$ cat src/rtl/pong_defs_pkg.sv
// Shared pong definitions: FSM state encodings, screen extents and toss-bit meanings.
`default_nettype none
package pong_defs;

  typedef enum logic [1:0] {
    ST_IDLE  = 2'b00,
    ST_SERVE = 2'b01,
    ST_PLAY  = 2'b10,
    ST_OVER  = 2'b11
  } state_t;

  localparam int MAX_X = 639;
  localparam int MAX_Y = 479;

  // next_toss[1]=1: x velocity toward left; next_toss[0]=1: y velocity upward
  localparam int TOSS_X_NEG_BIT = 1;
  localparam int TOSS_Y_NEG_BIT = 0;

  function automatic logic [3:0] sat_inc4(input logic [3:0] v);
    return (v == 4'hF) ? v : v + 4'd1;
  endfunction

endpackage
`default_nettype wire

$ cat src/rtl/pong_lfsr8.sv
// Free-running 8-bit Fibonacci LFSR (taps 8,6,5,4), seeded to 8'hA5 on reset.
`default_nettype none
module pong_lfsr8 (
  input  logic       clk,
  input  logic       reset_n,
  output logic [7:0] q
);

  logic feedback;
  assign feedback = q[7] ^ q[5] ^ q[4] ^ q[3];

  always_ff @(posedge clk or negedge reset_n) begin
    if (!reset_n) q <= 8'hA5;
    else          q <= {q[6:0], feedback};
  end

endmodule
`default_nettype wire

$ cat src/rtl/pong_game_ctrl.sv
// Pong game sequencer: serve hold, toss direction, score keeping and match end.
`default_nettype none
module pong_game_ctrl
  import pong_defs::*;
#(
  parameter int WIN_SCORE   = 7,
  parameter int SERVE_TICKS = 120,
  parameter int OVER_TICKS  = 180
) (
  input  logic       clk,
  input  logic       reset_n,
  input  logic       refr_tick,
  input  logic [3:0] btn,
  input  logic       left_miss,
  input  logic       right_miss,
  output logic       gra_still,
  output logic [1:0] next_toss,
  output logic [3:0] score_l,
  output logic [3:0] score_r,
  output logic [1:0] game_state,
  output logic       winner
);

  localparam logic [7:0] SERVE_LAST = 8'(SERVE_TICKS - 1);
  localparam logic [7:0] OVER_LAST  = 8'(OVER_TICKS - 1);
  localparam logic [3:0] WIN4       = 4'(WIN_SCORE);

  state_t     state;
  logic [7:0] timer;
  logic [3:0] btn_prev;
  logic [7:0] lfsr;
  logic [3:0] score_l_inc;
  logic [3:0] score_r_inc;
  logic       press_edge;
  logic       unused_lfsr_bits;

  pong_lfsr8 u_lfsr (
    .clk     (clk),
    .reset_n (reset_n),
    .q       (lfsr)
  );

  assign unused_lfsr_bits = ^lfsr[6:1];
  assign score_l_inc      = sat_inc4(score_l);
  assign score_r_inc      = sat_inc4(score_r);
  assign press_edge       = (btn != 4'd0) && (btn_prev == 4'd0);
  assign gra_still        = (state != ST_PLAY);
  assign game_state       = state;

  always_ff @(posedge clk or negedge reset_n) begin
    if (!reset_n) begin
      state     <= ST_IDLE;
      next_toss <= 2'b00;
      score_l   <= 4'd0;
      score_r   <= 4'd0;
      winner    <= 1'b0;
      timer     <= 8'd0;
      btn_prev  <= 4'hF;
    end else begin
      btn_prev <= btn;
      case (state)
        ST_IDLE: begin
          if (press_edge) begin
            score_l   <= 4'd0;
            score_r   <= 4'd0;
            winner    <= 1'b0;
            next_toss <= {lfsr[7], lfsr[0]};
            timer     <= 8'd0;
            state     <= ST_SERVE;
          end
        end
        ST_SERVE: begin
          if (refr_tick) begin
            if (timer == SERVE_LAST) state <= ST_PLAY;
            else                     timer <= timer + 8'd1;
          end
        end
        ST_PLAY: begin
          // Left miss wins a tie; the serve heads toward whoever missed.
          if (left_miss) begin
            score_r   <= score_r_inc;
            next_toss <= {1'b1, lfsr[0]};
            timer     <= 8'd0;
            if (score_r_inc == WIN4) begin
              winner <= 1'b0;
              state  <= ST_OVER;
            end else begin
              state  <= ST_SERVE;
            end
          end else if (right_miss) begin
            score_l   <= score_l_inc;
            next_toss <= {1'b0, lfsr[0]};
            timer     <= 8'd0;
            if (score_l_inc == WIN4) begin
              winner <= 1'b1;
              state  <= ST_OVER;
            end else begin
              state  <= ST_SERVE;
            end
          end
        end
        ST_OVER: begin
          if (refr_tick) begin
            if (timer == OVER_LAST) state <= ST_IDLE;
            else                    timer <= timer + 8'd1;
          end
        end
        default: state <= ST_IDLE;
      endcase
    end
  end

endmodule
`default_nettype wire

$ cat config.mk
export PLATFORM = sky130hd
export DESIGN_NAME = pong_game_ctrl
export DESIGN_NICKNAME = d
export VERILOG_FILES = /design/src/rtl/pong_defs_pkg.sv /design/src/rtl/pong_lfsr8.sv /design/src/rtl/pong_game_ctrl.sv
export SDC_FILE = /design/constraint.sdc
export NUM_CORES = 1
export LEC_CHECK = 0
export CAP_MARGIN = 5
export CORE_ASPECT_RATIO = 0.5
export CORE_MARGIN = 4
export CORE_UTILIZATION = 50
export CTS_BUF_LIST = sky130_fd_sc_hd__clkbuf_4 sky130_fd_sc_hd__clkbuf_8
export CTS_CLUSTER_SIZE = 25
export DETAILED_ROUTE_END_ITERATION = 8
export GPL_ROUTABILITY_DRIVEN = 0
export PLACE_DENSITY = 0.77
export SLEW_MARGIN = 40
export SYNTH_ARGS = -nofsm -noshare
export SYNTH_HDL_FRONTEND = slang
export SYNTH_SLANG_ARGS = --single-unit
$ cat constraint.sdc
create_clock -name clk -period 1.81 [get_ports clk]
set_clock_uncertainty 0.1 [all_clocks]
set_input_delay 0.181 -clock clk [delete_from_list [all_inputs] [get_ports clk]]
set_output_delay 0.181 -clock clk [all_outputs]
set_load 0.05 [all_outputs]
==> flow_summary.json <==
{
  "maxCapViolations": 0,
  "path_clk_slew_ns": 0.07,
  "setup_viol": 2,
  "grt_use_total_pct": 18.65,
  "dp_hpwl_um": 2382,
  "crit_slowest_cell": "dfrtp_2",
  "timing.setup.tns_ns": -0.05716,
  "via_count": 1319,
  "clk_latency_ns": 0.29,
  "vias_per_cell": 5.710,
  "n_antenna_cell": 0,
  "ys_warn_count": 0,
  "period_needed_ns": 1.855,
  "max-slew-margin-rel_pct": 65.30,
  "cts_tree": "yes",
  "ant_nets": 0,
  "grt_max_degree": 34,
  "synthTopCellsByArea": "dfrtp_1, dfstp_2, a21oi_1",
  "coreArea_um2": 3013,
  "routed_wl_um": 3653,
  "rsz0062_at_grt": "true",
  "finalHoldViolCount": 0,
  "whs_ns": 0.1819,
  "nets": 202,
  "irDropWorstVdd_uv": 595.2,
  "leakage_nw": 0.9456,
  "synth_top_area_share_pct": 39.40,
  "io-pin-count": 23,
  "first_global_vias": 1210,
  "drive_gt1_share_pct": 30.89,
  "worst_slew_pin_slew_ns": 0.5188,
  "initial_core_util_pct": 52.70,
  "die_x_um": 87.70,
  "ys_types": 43,
  "drtIter0Drc": 49,
  "end_kind": "register",
  "grt_pass1_wl_um": 5740,
  "cts_buffers": 5,
  "root_buffer": "clkbuf_8",
  "min_path_type": "primary input to async pin",
  "cp.arrival_ns": 1.93,
  "avgSynthCellArea_um2": 10.66,
  "max_freq_mhz": 539.1,
  "ys_ff_latch": 33,
  "synth.net_count": 161,
  "synth_enable_flop_cells": 0,
  "fp-row-count": 14,
  "cp_max_fo": 4,
  "critPathRequiredTime_ns": 1.88,
  "cts_sinks": 33,
  "startpoint_type": "register",
  "antenna_found_initial": 0,
  "grt-ovfl-total": 0,
  "clockBufferDepth": 2,
  "drv_slew": 0,
  "area_delta_synth_final_pct": 33.65,
  "ys.flop_type": "dfrtp_1",
  "power_density_nw_per_um2": 1077,
  "syn_area_um2": 1588,
  "wire_per_inst_um": 15.81,
  "io_buffers": 22,
  "path_cells": "nor4_4, buf_4, a31o_4, nor2b_4, mux2_4",
  "die_y_um": 47.85,
  "async_reset_ff_share_pct": 100.0,
  "setup_ws_ns": -0.04503,
  "ys_seq_area_share_pct": 52.64,
  "syn_inst": 149,
  "post-place-ws_ns": -0.4226,
  "fin_crit_sh_pct": 102.5,
  "synth_commonest_cells": "dfrtp_1, a21oi_1, nand3_1",
  "path_class": "register to register",
  "synth_area_leader_cell": "dfrtp_1",
  "violations": "setup timing",
  "yosysMostFrequentCell": "dfrtp_1",
  "dr.pass1.iters": 4,
  "drc": 0,
  "htreeDepth": 2,
  "die-area_um2": 4196,
  "status": "finished, violations left",
  "max_stage_delay_ns": 0.43
}
[power by group]
group | total, mW | internal (mW) | switching, mW
clock network | 0.573 | 0.300 | 0.273
logic | 0.724 | 0.312 | 0.412
registers | 0.990 | 0.849 | 0.141
[cells by family after synthesis]
group           share of synthesized area [%]
simple gates                            20.02
compound gates                          16.08
flops                                   52.64
buf+inv                                 2.049
xor+xnor                                2.759
mux                                     4.098
fa+ha+maj                               2.364
[per-layer routing]
metal | GRT usage [%] | part of all wire [%] | vias up
li1 | - | - | 629
met1 | 22.21 | 42 | 651
met2 | 31.74 | 51 | 32
met3 | 6.529 | 5.2 | 7
met4 | 8.257 | 1.6 | 0
met5 | 0 | 0 | -
[cells in the final DEF (no fill, tap or decap), drive strengths merged, types with 4 or more instances in the layout]
cell and instances:
clkbuf 7, o21ai 9, nand2 12, dfrtp 25
inv 5, dfstp 8, mux2i 4, nand2b 7
buf 24, clkdlybuf4s50 10, nand3 13, nor2 5
a21oi 14
[path summary, 6_finish.rpt]
| check | start | endpoint | slack, ns | cells after the start |
|---|---|---|---|---|
| min reg2reg | u_lfsr.q[6] | u_lfsr.q[7] | 0.25 | 0 |
| min | reset_n | score_r[3] | 0.18 | 2 |
| min in group clk | btn[0] | btn_prev[0] | 0.23 | 1 |
| max in group asynchronous | reset_n | u_lfsr.q[5] | 1.08 | 2 |
| max reg2reg | game_state[1] | next_toss[0] | -0.05 | 5 |
| max | game_state[1] | next_toss[0] | -0.05 | 5 |
[state kept, by name, indices dropped and copies added (netlist names)]
name,cells
score_l,4
u_lfsr.q,8
btn_prev,4
score_r,4
next_toss,2
timer,8
winner,1
game_state,2
[through the flow]
step                      instances  power (mW)  util, %  cell area, um2
after floorplan                 149       1.412        -            1603
after global placement          219       1.622    64.37            1939
after detailed placement        219       1.653    64.37            1939
after CTS                       228       2.262    68.77            2072
after global routing            231       2.392    70.43            2122
final                           231       2.286    70.43            2122
[worst max-delay path: cells and delay by family (launching register included)]
kind,cells,cell delay (ns)
buffers and inverters,1,0.17
flip-flops,1,0.43
AND/OR/NAND/NOR,2,0.53
multiplexers,1,0.31
AO/OA/AOI/OAI,1,0.20
[repair_timing]
item / in CTS / in global routing
setup buffers: 0 / 2
pin swaps: 2 / 5
hold buffers: 0 / 1
endpoints found under the hold margin: 0 / 1
cloned: 1 / 0
endpoints found under the setup margin: 12 / 14
resized for setup: 4 / 11
[final cells by class]
| cell class | instances | area (um2) |
|---|---|---|
| fillers | 211 | 890.9 |
| flip-flops and latches | 33 | 838.3 |
| multi-input cells | 109 | 798.3 |
| repair buffers | 36 | 327.8 |
| clock buffers | 7 | 83.83 |
| well taps | 40 | 50.05 |
| inverters | 5 | 18.77 |
| clock inverters | 1 | 5.005 |
Note: power is estimated with default switching activity, not from simulation.
